==> config.mk <==
export PLATFORM = sky130hd
export DESIGN_NAME = ibex_rf_wb_arbiter
export DESIGN_NICKNAME = d
export VERILOG_FILES = /design/src/rtl/ibex_rf_wb_arbiter.sv
export SDC_FILE = /design/constraint.sdc
export NUM_CORES = 1
export LEC_CHECK = 0
export CORE_UTILIZATION = 45
export DETAILED_ROUTE_END_ITERATION = 10
export PLACE_DENSITY_LB_ADDON = 0.2
export SYNTH_ARGS = -nofsm -noshare
export SYNTH_HDL_FRONTEND = slang
export SYNTH_SLANG_ARGS = --single-unit
==> constraint.sdc <==
create_clock -name clk_i -period 3.35 [get_ports clk_i]
set_clock_uncertainty 0.1 [all_clocks]
set_input_delay 0.335 -clock clk_i [delete_from_list [all_inputs] [get_ports clk_i]]
set_output_delay 0.335 -clock clk_i [all_outputs]
set_load 0.03 [all_outputs]
==> src/rtl/ibex_rf_wb_arbiter.sv <==
// Write-back arbiter in front of the single write port of the FPGA register file.
// Merges EX results (back-pressurable) and LSU load data (never stalled) onto
// one port, using a one-entry pending buffer to absorb collisions. After reset
// it sweeps every register except x0 to WordZeroVal, because the FPGA register
// file itself has no reset.
//
// Ports:
//   clk_i, rst_i                       clock, synchronous active-high reset
//   ex_valid_i/ex_ready_o              EX write handshake
//   ex_waddr_i, ex_wdata_i             EX destination and data
//   lsu_we_i, lsu_waddr_i, lsu_wdata_i load write; must be taken this cycle
//   rf_we_o, rf_waddr_o, rf_wdata_o    register-file write port
//   pend_valid_o/waddr_o/wdata_o       pending buffer contents, for ID bypass
//   init_busy_o                        init sweep in progress
//   err_o                              load write arrived during the sweep
module ibex_rf_wb_arbiter #(
  parameter bit                    RV32E        = 1'b0,
  parameter int unsigned           DataWidth    = 32,
  parameter logic [DataWidth-1:0]  WordZeroVal  = '0,
  parameter bit                    ClearOnReset = 1'b1
) (
  input  logic                 clk_i,
  input  logic                 rst_i,
  input  logic                 ex_valid_i,
  output logic                 ex_ready_o,
  input  logic [4:0]           ex_waddr_i,
  input  logic [DataWidth-1:0] ex_wdata_i,
  input  logic                 lsu_we_i,
  input  logic [4:0]           lsu_waddr_i,
  input  logic [DataWidth-1:0] lsu_wdata_i,
  output logic                 rf_we_o,
  output logic [4:0]           rf_waddr_o,
  output logic [DataWidth-1:0] rf_wdata_o,
  output logic                 pend_valid_o,
  output logic [4:0]           pend_waddr_o,
  output logic [DataWidth-1:0] pend_wdata_o,
  output logic                 init_busy_o,
  output logic                 err_o
);

  localparam int unsigned NumWords = RV32E ? 16 : 32;
  localparam logic [4:0]  LastAddr = 5'(NumWords - 1);

  typedef enum logic {INIT, RUN} state_e;

  state_e               state_q, state_d;
  logic [4:0]           cnt_q, cnt_d;
  logic                 pend_valid_q, pend_valid_d;
  logic [4:0]           pend_waddr_q, pend_waddr_d;
  logic [DataWidth-1:0] pend_wdata_q, pend_wdata_d;

  logic lsu_act;  // load write that really needs the port (x0 is free)
  logic ex_acc;   // EX accepted and needs the port (x0 is dropped)

  always_ff @(posedge clk_i) begin
    if (rst_i) begin
      state_q      <= ClearOnReset ? INIT : RUN;
      cnt_q        <= 5'd1;
      pend_valid_q <= 1'b0;
      pend_waddr_q <= '0;
      pend_wdata_q <= '0;
    end else begin
      state_q      <= state_d;
      cnt_q        <= cnt_d;
      pend_valid_q <= pend_valid_d;
      pend_waddr_q <= pend_waddr_d;
      pend_wdata_q <= pend_wdata_d;
    end
  end

  always_comb begin
    state_d      = state_q;
    cnt_d        = cnt_q;
    pend_valid_d = pend_valid_q;
    pend_waddr_d = pend_waddr_q;
    pend_wdata_d = pend_wdata_q;
    rf_we_o      = 1'b0;
    rf_waddr_o   = '0;
    rf_wdata_o   = '0;
    ex_ready_o   = 1'b0;
    err_o        = 1'b0;
    init_busy_o  = 1'b0;
    lsu_act      = lsu_we_i && (lsu_waddr_i != 5'd0);
    ex_acc       = 1'b0;

    if (rst_i) begin
      // Registers are being reloaded; keep the port and handshakes quiet.
      init_busy_o = ClearOnReset;
    end else begin
      unique case (state_q)
        INIT: begin
          rf_we_o     = 1'b1;
          rf_waddr_o  = cnt_q;
          rf_wdata_o  = WordZeroVal;
          init_busy_o = 1'b1;
          err_o       = lsu_we_i;  // the load is dropped
          cnt_d       = cnt_q + 5'd1;
          if (cnt_q == LastAddr) state_d = RUN;
        end
        RUN: begin
          // Only a full buffer that cannot drain (port taken by a load) stalls EX.
          ex_ready_o = !(pend_valid_q && lsu_act);
          ex_acc     = ex_valid_i && ex_ready_o && (ex_waddr_i != 5'd0);
          if (lsu_act) begin
            rf_we_o    = 1'b1;
            rf_waddr_o = lsu_waddr_i;
            rf_wdata_o = lsu_wdata_i;
            // ex_acc implies the buffer is empty here.
            if (ex_acc) begin
              pend_valid_d = 1'b1;
              pend_waddr_d = ex_waddr_i;
              pend_wdata_d = ex_wdata_i;
            end
          end else if (pend_valid_q) begin
            // Drain first so the older EX result keeps program order.
            rf_we_o      = 1'b1;
            rf_waddr_o   = pend_waddr_q;
            rf_wdata_o   = pend_wdata_q;
            pend_valid_d = ex_acc;
            if (ex_acc) begin
              pend_waddr_d = ex_waddr_i;
              pend_wdata_d = ex_wdata_i;
            end
          end else if (ex_acc) begin
            rf_we_o    = 1'b1;
            rf_waddr_o = ex_waddr_i;
            rf_wdata_o = ex_wdata_i;
          end
        end
        default: ;
      endcase
    end
  end

  assign pend_valid_o = pend_valid_q && !rst_i;
  assign pend_waddr_o = pend_waddr_q;
  assign pend_wdata_o = pend_wdata_q;

endmodule

Yosys cells after proc, flatten, opt, wreduce, memory -nomap -nowiden

Cells that the tools add are included.
W data, S select, Z words.

Add/subtract/negate cells: 1
$mul: 0
Div/mod/pow operators: 0
$lt $le $gt $ge: 0
Eq/ne operators: 2
Shifts and indexed selects: 0
Mux-type cells: 32
Bitwise gates (word level): 1
Reductions and logical operators: 12

Operators by type and width:

| cell                  | count |
|---|---|
| $mux W32              | 7 |
| $pmux W32 S2          | 1 |
| $mux W5               | 7 |
| $mux W1               | 15 |
| $pmux W5 S2           | 1 |
| $reduce_bool A5 Y1    | 2 |
| $add A5 B1 Y5 const B | 1 |
| $eq A5 B5 Y1 const B  | 1 |
| $logic_and A1 B1 Y1   | 5 |
| $reduce_and A2 Y1     | 2 |
| $logic_not A1 Y1      | 2 |
| $ne A2 B1 Y1 const B  | 1 |
| $pmux W1 S2           | 1 |
| $reduce_bool A2 Y1    | 1 |
| $not A1 Y1            | 1 |

Flip-flop bits (word level): 44
Latch bits: 0
Memory bits (writable): 0
Memory bits (read-only): 0
Input bits: 78
Output and inout port bits: 79
Memories kept: 0

Logic depth before layout (Yosys ltp)

Gate-level depths: netlist (run 1).

Depth in word-level cells: 11
Gate-level depth with buffers: 7
Mapped depth without buffers: 5

Least setup slack after synthesis (run 1)

Ideal clock, no wire load.

Path kind: input port to output port
Start point: input port lsu_waddr_i[1]
End point: output port rf_waddr_o[0]
Arrival time: 2292 ps
Required time: 2915 ps
Setup slack: 623 ps
Stages: 6
Cell sequence: or4_4 o21ai_1 buf_4 buf_4 nor2_1 o32ai_1

Longest elaborated chain between the ends: 11

RTL lines:

| item                              | line | source |
|---|---|---|
| start, declared                   | 29   | `input logic [4:0] lsu_waddr_i,` |
| $reduce_bool A5 Y1 (*)            | 83   | `lsu_act = lsu_we_i && (lsu_waddr_i != 5'd0);` |
| $logic_and A1 B1 Y1 (*)           | 83   |  |
| $logic_and A1 B1 Y1               | 102  | `ex_ready_o = !(pend_valid_q && lsu_act);` |
| $logic_not A1 Y1                  | 102  |  |
| $logic_and A1 B1 Y1 (2 in series) | 103  | `ex_acc = ex_valid_i && ex_ready_o && (ex_waddr_i != 5'd0);` |
| $mux W5                           | 124  | `end else if (ex_acc) begin` |
| $mux W5                           | 114  | `end else if (pend_valid_q) begin` |
| $mux W5 (*)                       | 104  | `if (lsu_act) begin` |
| $pmux W5 S2 (*)                   | 90   | `unique case (state_q)` |
| $mux W5 (*)                       | 86   | `if (rst_i) begin` |
| end, declared                     | 32   | `output logic [4:0] rf_waddr_o,` |

Mark *: on every way between the ends. The rest lies on a longest branch, timed or not.

Final worst setup path (run 1)

Start point: input port lsu_waddr_i[1]
End point: output port rf_wdata_o[26]

Longest elaborated chain between the ends: 11

RTL lines:

| item                              | line | source |
|---|---|---|
| $reduce_bool A5 Y1 (*)            | 83   |  |
| $logic_and A1 B1 Y1 (*)           | 83   |  |
| $logic_and A1 B1 Y1               | 102  |  |
| $logic_not A1 Y1                  | 102  |  |
| $logic_and A1 B1 Y1 (2 in series) | 103  |  |
| $mux W32                          | 124  |  |
| $mux W32                          | 114  |  |
| $mux W32 (*)                      | 104  |  |
| $pmux W32 S2 (*)                  | 90   |  |
| $mux W32 (*)                      | 86   |  |
| end, declared                     | 33   | `output logic [DataWidth-1:0] rf_wdata_o,` |

Marks and branches as above.

==> out/results.tsv, run 1 <==
stage	metric	value	unit
run_status	status	complete, no violations	
clock_tree	cts_setup_buffers	0	
global_routing	grt_antenna_before_repair	0	
timing	tightest_slew	621	ps
clock_tree	clk_pin_slew	80	ps
clock_tree	htreeDepth	2	
timing	max_freq	0.325	GHz
synth	ys_types	38	
floorplan	die_h	88.3	um
timing	setup_tns	0	ps
synth	synthArstFlopShare	0	%
detailed_routing	avgViaCountPerCell	5.14	
synth	synth_top_area_share	26.3	%
final_layout	syn_to_final_growth	46.8	%
synth	synth_area	3350	um2
timing	grt_setup_unrepaired	no	
synth	synth_seq_area_share	26.3	%
power_and_ir_drop	peakVddDrop	0.130	mV
critical_path	critPathCaptureType	output pin	
critical_path	path_cells	clkdlybuf4s50_1 > or4_4 > o21a_1 > nor4_4 > buf_4 > o2bb2ai_2 > buf_4	
critical_path	path_common_cell	buf_4	
synth	synth_common_cells	nand2b_1 (80), mux2i_1 (72), dfxtp_1 (44), and2_1 (32), o2bb2ai_2 (30)	
synth	ys_seq_elements	44	
place	port_buffers	156	
final_layout	multiInputGateArea	2270	um2
synth	synth_most_common_cell	nand2b_1	
detailed_routing	drtPass1Iterations	4	
clock_tree	clock-root-buffer	clkbuf_8	
detailed_routing	ant_nets	0	
synth	postSynthCellCount	346	
critical_path	cp_max_fo	17	
synth	yosysTopAreaCell	dfxtp_1	
clock_tree	cts_buffers	5	
min_path	hold_class	reg -> reg	
run	drv_cap	0	
global_routing	track_usage	22.0	%
clock_tree	clock_latency	290	ps
timing	setup_viol	0	
timing	max_slew_margin	58.5	%
critical_path	crit_slowest_cell	or4_4	
power_and_ir_drop	leakage	1.81	nW
critical_path	critPathArrivalTime	2640	ps
synth	avgSynthCellArea	9.69	um2
global_routing	grt_max_degree	48	
clock_tree	cts_max_path_buffers	2	
synth	synth.area.top_cells	dfxtp_1 (26%), mux2i_1 (21%), nand2b_1 (15%), o2bb2ai_2 (13%), and2_1 (6.0%)	
floorplan	fp.dieArea	7800	um2
critical_path	criticalPathCategory	in -> out	
final_layout	final_nets	567	
clock_tree	cts_sinks	44	
synth	synth_edf_count	0	
final_layout	register_area	881	um2
global_routing	grt_pass1_wl	13.6	mm
detailed_routing	post_drt_wl_per_cell	14.8	um
final_layout	drive_gt1_share	18.6	%
timing	finalMaxSlewViolations	0	
floorplan	core-area	7210	um2
detailed_routing	vias	3016	
critical_path	cp_top_family	buffers and inverters	
final_layout	fillers	616	
final_layout	diodes	0	
floorplan	die_width	88.3	um
synth	syn_nets	426	
floorplan	initial_utilization	46.5	%
critical_path	crit_path_start_kind	primary input	
critical_path	cp.required	2910	ps
clock_tree	ctsHoldBuffers	0	
detailed_routing	first_iter_violations	104	
floorplan	io_pins	157	
floorplan	rows	31	
critical_path	crit_buf_inv	3	
timing	period_minus_slack	3070	ps
global_routing	grt-ovfl-total	0	
timing	hold_violations	0	
detailed_routing	wl	8.67	mm
detailed_routing	remaining_drc_errors	0	
timing	post-route-period-util	91.8	%
place	hpwl	6.46	mm
clock_tree	post_cts_resized	0	
final_layout	stdcell_count	587	
clock_tree	cts_tree	yes	
power_and_ir_drop	p_per_area	225	nW/um2
global_routing	grt_pass1_vias	2842	
critical_path	timing.reg2reg.setup_slack	1310	ps
synth	yosysWarnings	0	
critical_path	slowest_delay	570	ps
synth	synth_top_flop_cell	dfxtp_1	
place	place_congestion	0.779	
place	placed_cells	579	
worst paths after layout:
check                        from              end  cells after the start
hold reg to reg   pend_wdata_o[5]  pend_wdata_o[5]                      2
hold / removal    pend_wdata_o[5]  pend_wdata_o[5]                      2
setup / recovery   lsu_waddr_i[1]   rf_wdata_o[26]                      7
setup reg to reg          state_q  pend_wdata_o[1]                      4
area by class of cell:
type	instances	area share, %
multi-input cells	267	46.1
repair buffers	168	31.6
flip-flops and latches	44	17.9
well taps	99	2.52
clock buffers	8	1.83
inverters	1	0.0762
registers in the layout (all words and copies together), names as in the netlist:
register / flops
cnt_q: 5
state_q: 1
pend_valid_q: 1
pend_waddr_o: 5
pend_wdata_o: 32
tightest hold or removal path, cell delays in order (launching register included):
cell	delay, ps
dfxtp_1	330
nand2b_1	60
mux2i_1	50
layout by cell type, fill, tap and decap left out, types with 2 or more instances in the layout:
| cell type | Yosys | routed |
|---|---|---|
| nor2_1 | 12 | 12 |
| o2bb2ai_2 | 30 | 30 |
| clkdlybuf4s50_1 | 0 | 118 |
| and2_1 | 32 | 32 |
| nor2b_1 | 5 | 5 |
| dfxtp_1 | 44 | 44 |
| o2111ai_1 | 2 | 2 |
| nand2b_1 | 80 | 79 |
| a221oi_1 | 4 | 4 |
| o32ai_1 | 4 | 4 |
| clkbuf_1 | 19 | 2 |
| ha_1 | 2 | 2 |
| buf_4 | 2 | 49 |
| o2bb2ai_1 | 2 | 2 |
| clkbuf_8 | 0 | 6 |
| a21oi_1 | 2 | 2 |
| mux2i_1 | 72 | 71 |
| nand2_1 | 2 | 2 |
power breakdown:
group	internal [mW]	switching (mW)	total [mW]
Clock	0.169	0.175	0.343
Combinational	0.137	0.0940	0.231
Sequential	0.527	0.00567	0.533
kinds of logic (layout without fill, tap and decap cells):
kind of cell	Yosys count	count (layout)	share of synthesized area, %
compound gates	54	54	18.9
xor+xnor	2	2	0.522
fa+ha+maj	2	2	0.746
buf+inv	35	177	6.79
flops	44	44	26.3
mux	72	72	21.5
simple gates	137	137	25.3
layer usage:
layer | global-route usage [%] | wire, um
met5 | 0 | 0
met4 | 5.72 | 76
met3 | 4.10 | 492
met2 | 38.0 | 4190
met1 | 28.0 | 3910
stage by stage:
step / hold WS, ps / worst slack [ps] / cell area [um2] / power [mW] / utilization (%)
floorplan: 390 / 623 / 3350 / 0.650 / -
global placement: 370 / 334 / 4830 / 0.773 / 67.0
detailed placement: 377 / 276 / 4830 / 0.777 / 67.0
CTS: 390 / 261 / 4920 / 1.12 / 68.3
global route: 409 / 184 / 4920 / 1.15 / 68.3
finish: 389 / 275 / 4920 / 1.11 / 68.3
Note: power is estimated with default switching activity, not from simulation.
==> run 2, diff against run 1 <==
Settings changed: ABC_AREA from default to 1, CORE_UTILIZATION 45 to 44.
==> out/results.tsv, run 2 <==
stage	metric	value	unit
detailed_routing	vias	3939	
critical_path	critPathCaptureType	output pin	
synth	synth_most_common_cell	nor2_1	
synth	synth_common_cells	nor2_1 (150), nand2_1 (125), inv_1 (47), dfxtp_1 (44)	
timing	tightest_slew	526	ps
final_layout	largest_register_ffs	32	
place	place_congestion	0.838	
clock_tree	htreeDepth	2	
final_layout	register_area	881	um2
timing	setup_tns	0	ps
detailed_routing	wl	10.2	mm
detailed_routing	drtPass1Iterations	4	
clock_tree	cts_buffers	5	
synth	synth_seq_area_share	28.2	%
run_status	status	complete, no violations	
global_routing	grt-ovfl-total	0	
synth	synthArstFlopShare	0	%
clock_tree	clock-root-buffer	clkbuf_8	
floorplan	io_pins	157	
critical_path	path_cells	inv_1 > nor2_1 > nand2_1 > inv_1 > clkdlybuf4s50_1	
power_and_ir_drop	peakVddDrop	0.258	mV
timing	grt_setup_unrepaired	no	
power_and_ir_drop	power.total	1.13	mW
critical_path	cp_top_family	buffers and inverters	
final_layout	final_area	4670	um2
critical_path	cp.required	2910	ps
clock_tree	clk_pin_slew	80	ps
floorplan	rows	30	
place	hpwl	6.85	mm
timing	hold_violations	0	
clock_tree	cts_setup_buffers	0	
synth	syn_nets	632	
global_routing	grt.busiest_layer	met2	
floorplan	fp.dieArea	7440	um2
timing	period_minus_slack	2710	ps
synth	ys_seq_elements	44	
final_layout	diodes	0	
place	port_buffers	156	
critical_path	path_common_cell	inv_1	
place	place_area	4570	um2
clock_tree	cts_tree	yes	
synth	avgSynthCellArea	5.66	um2
power_and_ir_drop	leakage	2.10	nW
global_routing	grt_pass1_vias	3591	
critical_path	cp_max_fo	12	
floorplan	initial_utilization	45.7	%
power_and_ir_drop	p_per_area	243	nW/um2
place	placed_cells	772	
clock_tree	cts_sinks	44	
global_routing	use_met1	34.5	%
final_layout	final_nets	763	
detailed_routing	avgViaCountPerCell	5.05	
synth	ys_types	24	
final_layout	fillers	655	
timing	finalMaxSlewViolations	0	
timing	post-route-period-util	80.8	%
synth	synth_top_flop_cell	dfxtp_1	
global_routing	met3_usage	4.38	%
final_layout	final_cell_mix	nor2_1 (150), nand2_1 (125), clkdlybuf4s50_1 (119)	
floorplan	core-area	6830	um2
detailed_routing	ant_nets	0	
clock_tree	cts_max_path_buffers	2	
synth	synth_edf_count	0	
final_layout	final_util	68.3	%
clock_tree	clock_latency	290	ps
synth	postSynthCellCount	552	
timing	max_freq	0.370	GHz
final_layout	stdcell_count	780	
final_layout	multiInputGateArea	1840	um2
final_layout	syn_to_final_growth	49.5	%
detailed_routing	first_iter_violations	180	
global_routing	grt_max_degree	45	
critical_path	critPathArrivalTime	2270	ps
min_path	hold_class	reg -> reg	
global_routing	grt_antenna_before_repair	0	
synth	synth_area	3120	um2
floorplan	die_width	86.2	um
timing	max_slew_margin	65.0	%
synth	yosysWarnings	0	
clock_tree	post_cts_resized	0	
global_routing	track_usage	27.4	%
synth	synth.area.top_cells	dfxtp_1 (28%), nor2_1 (18%), nand2_1 (15%), nand4_1 (7.6%), nand3_1 (6.1%)	
critical_path	crit_path_start_kind	register	
critical_path	slowest_delay	660	ps
final_layout	drive_gt1_share	9.36	%
timing	setup_viol	0	
detailed_routing	post_drt_wl_per_cell	13.1	um
critical_path	criticalPathCategory	reg -> out	
detailed_routing	remaining_drc_errors	0	
final_layout	layout_commonest_cell	nor2_1	
global_routing	grtUsageMet2	48.1	%
synth	synth_top_area_share	28.2	%
global_routing	grt_pass1_wl	16.6	mm
floorplan	die_h	86.2	um
clock_tree	ctsHoldBuffers	0	
synth	yosysTopAreaCell	dfxtp_1	
run	drv_cap	0	
critical_path	crit_slowest_cell	clkdlybuf4s50_1	
critical_path	crit_buf_inv	3	
run 2: cell count changes after synthesis, sizes merged, moves of 32 or more:
cell     change
and2        -32
inv         +48
mux2i       -72
nand2      +126
nand2b      -80
nand3       +39
nand4       +38
nor2       +140
nor3        +35
o2bb2ai     -32
run 2: worst register-to-register path, stage by stage, from the launching register on:
cell and delay [ps]:
dfxtp_1 310, buf_4 400, inv_1 180, nand2_2 120, buf_4 350, nand2_2 160, nor2_8 440, nor2_1 100
nor2_1 120
run 2: path summary, 6_finish.rpt:
check                                   from          endpoint  slack (ps)  cells after the start
worst min-delay path                cnt_q[4]          cnt_q[4]         380                      2
worst max-delay path                 state_q        ex_ready_o         640                      5
worst max register to register  pend_valid_q  pend_wdata_o[15]        1000                      8
worst min register to register      cnt_q[4]          cnt_q[4]         380                      2
run 2: layout make-up:
cell class | instances | share of cell area, %
clock buffer | 6 | 1.77
clock inverter | 2 | 0.214
inverter | 50 | 4.08
multi-input combinational | 416 | 39.4
sequential | 44 | 18.9
tap | 96 | 2.57
timing repair buffer | 166 | 33.1
run 2: routing by layer:
metal | wire [um] | share of wire, %
met1 | 4310 | 42
met2 | 5030 | 49
met3 | 726 | 7.1
met4 | 133 | 1.3
met5 | 0 | 0
run 2: stage by stage:
step                      worst slack [ps]  hold slack, ps
after detailed placement               643             364
after floorplan                       1320             340
after global routing                   445             394
after CTS                              650             377
final                                  644             376
after global placement                 740             356
run 2: power by group:
group | switching, mW | internal (mW)
combinational | 0.131 | 0.130
sequential | 0.00455 | 0.527
clock | 0.175 | 0.165
run 2: kinds of logic after synthesis:
group,synth area share (%)
simple gates,54.5
flops,28.2
fa+ha+maj,0.801
buf+inv,13.0
compound gates,3.41
